==> src/rtl/eco32f_icache_refill.sv <==
// Instruction-cache line refill engine: critical-word-first wrapping Wishbone B3 burst.
// Optional retry support is compiled in with `define ECO32F_IREFILL_RETRY_EN.
module eco32f_icache_refill #(
  parameter int LINE_WORDS      = 8,
  parameter int RESET_BTE_CHECK = 1
) (
  input  logic                  clk,
  input  logic                  rst,
  input  logic                  req_valid,
  input  logic [31:0]           req_addr,
  output logic                  req_ready,
  input  logic                  abort,
  output logic                  wr_en,
  output logic [31:0]           wr_addr,
  output logic [31:0]           wr_data,
  output logic [LINE_WORDS-1:0] word_valid,
  output logic                  done,
  output logic                  bus_err,
  output logic [31:0]           iwbm_adr_o,
  output logic                  iwbm_stb_o,
  output logic                  iwbm_cyc_o,
  output logic [3:0]            iwbm_sel_o,
  output logic                  iwbm_we_o,
  output logic [2:0]            iwbm_cti_o,
  output logic [1:0]            iwbm_bte_o,
  output logic [31:0]           iwbm_dat_o,
  input  logic                  iwbm_ack_i,
  input  logic                  iwbm_err_i,
  input  logic                  iwbm_rty_i,
  input  logic [31:0]           iwbm_dat_i
);

  localparam int OW = $clog2(LINE_WORDS);
  localparam logic [OW-1:0] CNT_INIT = OW'(LINE_WORDS - 1);
  localparam logic [OW-1:0] ONE = OW'(1);
  localparam logic [1:0] BTE = (LINE_WORDS == 4) ? 2'b01 :
                               (LINE_WORDS == 8) ? 2'b10 : 2'b11;

  if (RESET_BTE_CHECK != 0 && LINE_WORDS != 4 &&
      LINE_WORDS != 8 && LINE_WORDS != 16) begin : g_bad_lw
    $error("eco32f_icache_refill: LINE_WORDS must be 4, 8 or 16");
  end

`ifdef ECO32F_IREFILL_RETRY_EN
  typedef enum logic [1:0] {IDLE, REFILL, RETRY_WAIT} state_t;
`else
  typedef enum logic [1:0] {IDLE, REFILL} state_t;
`endif

  state_t                state, state_n;
  logic [31:0]           adr, adr_n;
  logic [OW-1:0]         cnt, cnt_n;
  logic [LINE_WORDS-1:0] wv_n;
  logic                  wr_en_n, done_n, err_n;
  logic [31:0]           wr_addr_n, wr_data_n;
  logic                  t_abort, t_err, t_rty, t_ack;
  logic                  unused_ok;

  assign unused_ok = ^req_addr[1:0];

  assign req_ready  = (state == IDLE) & ~rst;
  assign iwbm_cyc_o = (state == REFILL);
  assign iwbm_stb_o = (state == REFILL);
  assign iwbm_adr_o = adr;
  assign iwbm_sel_o = 4'b1111;
  assign iwbm_we_o  = 1'b0;
  assign iwbm_dat_o = 32'd0;
  assign iwbm_bte_o = BTE;
  assign iwbm_cti_o = (state == REFILL && cnt != '0) ? 3'b010 : 3'b111;

  // Mutually exclusive bus events: abort > err > rty > ack.
  assign t_abort = abort;
  assign t_err   = ~abort & iwbm_err_i;
  assign t_rty   = ~abort & ~iwbm_err_i & iwbm_rty_i;
  assign t_ack   = ~abort & ~iwbm_err_i & ~iwbm_rty_i & iwbm_ack_i;

  always_comb begin
    state_n   = state;
    adr_n     = adr;
    cnt_n     = cnt;
    wv_n      = word_valid;
    wr_en_n   = 1'b0;
    wr_addr_n = wr_addr;
    wr_data_n = wr_data;
    done_n    = 1'b0;
    err_n     = 1'b0;
    unique case (state)
      IDLE: begin
        if (req_valid && !abort) begin
          state_n = REFILL;
          adr_n   = {req_addr[31:2], 2'b00};
          cnt_n   = CNT_INIT;
          wv_n    = '0;
        end
      end
      REFILL: begin
        unique case (1'b1)
          t_abort: begin
            state_n = IDLE;
            wv_n    = '0;
          end
          t_err: begin
            state_n = IDLE;
            err_n   = 1'b1;
          end
          t_rty: begin
`ifdef ECO32F_IREFILL_RETRY_EN
            state_n = RETRY_WAIT;
`else
            state_n = IDLE;
            err_n   = 1'b1;
`endif
          end
          t_ack: begin
            wr_en_n   = 1'b1;
            wr_addr_n = adr;
            wr_data_n = iwbm_dat_i;
            wv_n[adr[OW+1:2]] = 1'b1;
            // Wrap the word offset inside the line, keep the line base.
            adr_n[OW+1:2] = adr[OW+1:2] + ONE;
            if (cnt == '0) begin
              state_n = IDLE;
              done_n  = 1'b1;
            end else begin
              cnt_n = cnt - ONE;
            end
          end
          default: ;
        endcase
      end
`ifdef ECO32F_IREFILL_RETRY_EN
      RETRY_WAIT: begin
        if (abort) begin
          state_n = IDLE;
          wv_n    = '0;
        end else begin
          state_n = REFILL;
        end
      end
`endif
      default: state_n = IDLE;
    endcase
  end

  always_ff @(posedge clk) begin
    if (rst) begin
      state      <= IDLE;
      adr        <= '0;
      cnt        <= '0;
      word_valid <= '0;
      wr_en      <= 1'b0;
      wr_addr    <= '0;
      wr_data    <= '0;
      done       <= 1'b0;
      bus_err    <= 1'b0;
    end else begin
      state      <= state_n;
      adr        <= adr_n;
      cnt        <= cnt_n;
      word_valid <= wv_n;
      wr_en      <= wr_en_n;
      wr_addr    <= wr_addr_n;
      wr_data    <= wr_data_n;
      done       <= done_n;
      bus_err    <= err_n;
    end
  end

endmodule
==> config.mk <==
export PLATFORM = sky130hd
export DESIGN_NAME = eco32f_icache_refill
export DESIGN_NICKNAME = d
export VERILOG_FILES = /design/src/rtl/eco32f_icache_refill.sv
export SDC_FILE = /design/constraint.sdc
export NUM_CORES = 1
export LEC_CHECK = 0
export ABC_AREA = 1
export CORE_UTILIZATION = 35
export DETAILED_ROUTE_END_ITERATION = 6
export PLACE_DENSITY = 0.83
export SLEW_MARGIN = 30
export SYNTH_ARGS = -nofsm -noshare
export SYNTH_HDL_FRONTEND = slang
export SYNTH_SLANG_ARGS = --single-unit
==> constraint.sdc <==
create_clock -name clk -period 3.5 [get_ports clk]
set_clock_uncertainty 0.2 [all_clocks]
set_input_delay 1.05 -clock clk [delete_from_list [all_inputs] [get_ports clk]]
set_output_delay 1.05 -clock clk [all_outputs]
set_load 0.005 [all_outputs]
==> metrics.txt <==
Layout Utilization=0.524; drt pass-1 iters=4; Unique masters post-synth=25; Max Cap Violations=0; Worst Setup SP=rst; DP Area=6040 um^2; HP Class=flop to flop; Clock Sinks=107; starting density of the core=0.362; max_slew headroom=0.465; area of the die=13000 um^2; largest net degree at the start of global routing=75; Final Hold Fails=0; largest area contributor in the netlist=dfxtp_1; final setup vio count=0; initial antenna violation count=0; multi-input logic area=1780 um^2; Yosys top cell area share=0.486; area of the core=12200 um^2; Clock Path Buffers=2; final worst-path cycle share=0.853; pwr/cell area=412 nW/um^2; PortBufs=176; number of global-route vias before repair=3837; Die X-Extent=114 um; sequential share of the synthesized area=0.486; GP Congestion=0.733; Worst setup SP type=input pin; leak pwr=2.40 nW; Slowest-stage cell, CP=clkdlybuf4s50_1; Max Fclk=335 MHz; crit path capture type=primary output; Yosys reg bits=107; Yosys warnings=0; # diodes=0; post-route setup slack=0.515 ns; total negative setup slack=0 ns; post_cts resized=0; fin crit period=2.98 ns; nets@finish=803; cells along the critical path=buf_2, nor2_1, clkdlybuf4s50_1; Vias per Instance=4.40; die height=114 um; worst skew pair latency=0.34 ns; CTS tree=yes; Slew Viols, Final=0; GRT Residual Overflow=0; unrepaired setup endpoints after global routing=false; setup bufs post-CTS=0; HPWL after DPL=7.71 mm; max incr delay on CP=0.50 ns; filler instances=1165; initial drt markers=200; top post-synthesis cells by area=dfxtp_1, nand2_1, buf_4, a21oi_1, nor2_1; first-pass GRT wire length=18.8 mm; CP Class=input pin to primary output; IO Count=223; Root Buffer=clkbuf_16; Clock Pin Slew Worst Setup and Hold Paths=0.06 ns; register area=2140 um^2; DRC Markers=0; pre-CTS WS=0.481 ns; Total Routed Length=11.5 mm; level count of the clock H-tree=3; status=completed; Crit Path Max Fanout=2; Worst Hold Path Cells=2; crit path DAT=1.73 ns; All-Layer GR Usage=0.184; layout cells sized above 1=0.0518; reg2reg start=state[0]; Worst R2R Path Depth=6; Post-Syn Area=4400 um^2; Finished Cell Area=6370 um^2; Post-Synthesis Cells=569; Peak VDD IR=0.297 mV; Num CTS Buffers=9; routed len/inst=12.7 um; area delta synth->final=44.6%; number of routed nets with antenna violations=0; vias=3972; Slew @ Worst Pin=0.803 ns; Largest delay share family, worst path=buffers and inverters; Crit path depth=3; Worst EP required=2.25 ns; cts hold-fix bufs=0; critical path buffer and inverter count=2; Mapped Avg Cell Area=7.74 um^2; hold_sp=wr_addr[3]; row count=40
-- metal layers --
layer	part of all wire	global-route usage	vias up
li1	-	-	2036
met1	0.43	0.213	1797
met2	0.48	0.317	130
met3	0.070	0.0662	9
met4	0.013	0.0537	0
met5	0	0	-
-- worst min-delay path: stages, from the launching register on --
cell and delay, ns:
dfxtp_1 0.31, nand2_1 0.06, a21oi_1 0.05
-- path summary, 6_finish.rpt --
path | end | slack (ns)
setup / recovery | req_ready | 0.52
hold / removal | wr_addr[3] | 0.26
setup reg to reg | wr_data[30] | 1.68
hold reg to reg | wr_addr[3] | 0.26
-- power by group --
group | switching (mW) | internal [mW]
clock | 0.431 | 0.662
sequential | 0.0245 | 1.25
combinational | 0.118 | 0.143
total | 0.574 | 2.05
-- flip-flops by register name (all words and copies together) (netlist names) --
signal	count
state	1
wr_en	1
word_valid	8
bus_err	1
done	1
cnt	3
iwbm_adr_o	30
wr_addr	30
wr_data	32
-- stage by stage --
step                hold slack [ns]  power (mW)  cells
floorplan                     0.239        1.44    611
global placement              0.251        1.56    886
detailed placement            0.254        1.56    886
CTS                           0.265        2.66    902
global route                  0.284        2.75    902
finish                        0.263        2.63    902
-- cell usage after synthesis --
library cell,n
inv_1,13
o21ai_0,27
nor2_2,1
nand3_1,17
clkbuf_1,12
dfxtp_1,107
nor2_1,71
conb_1,2
buf_4,50
ha_1,3
inv_6,1
inv_2,3
buf_2,4
nor3_2,1
a21oi_1,71
buf_6,12
nand2_2,2
nand2_1,154
o21bai_1,8
nor3_1,2
o21ai_1,3
or2_2,2
a21oi_2,1
o22ai_1,1
nand2_4,1
-- cells in the final DEF, fill, tap and decap left out, drive strengths merged --
cell type	netlist	final
a21oi	72	72
buf	66	10
bufinv	0	2
clkbuf	12	11
clkdlybuf4s50	0	175
clkinv	0	3
conb	2	44
dfxtp	107	107
ha	3	3
inv	17	17
nand2	157	157
nand3	17	17
nor2	72	72
nor3	3	3
o21ai	30	30
o21bai	8	8
o22ai	1	1
or2	2	2
-- area by class of cell --
cell class                 instances  area share
clock buffer                      11      0.0397
clock inverter                     5      0.0118
inverter                          17      0.0108
multi-input combinational        409       0.280
sequential                       107       0.336
tap                              168      0.0330
timing repair buffer             185       0.288
-- kinds of logic (layout without fill, tap and decap cells) --
| group | count (synthesis) | in the layout | synth area share |
|---|---|---|---|
| buffers and inverters | 95 | 218 | 0.146 |
| flip-flops | 107 | 107 | 0.486 |
| AO/OA/AOI/OAI | 111 | 111 | 0.132 |
| other | 2 | 44 | 0.00171 |
| adder cells (fa/ha/maj) | 3 | 3 | 0.00852 |
| AND/OR/NAND/NOR | 251 | 251 | 0.225 |
No activity file was read; power rests on OpenSTA's default activity.
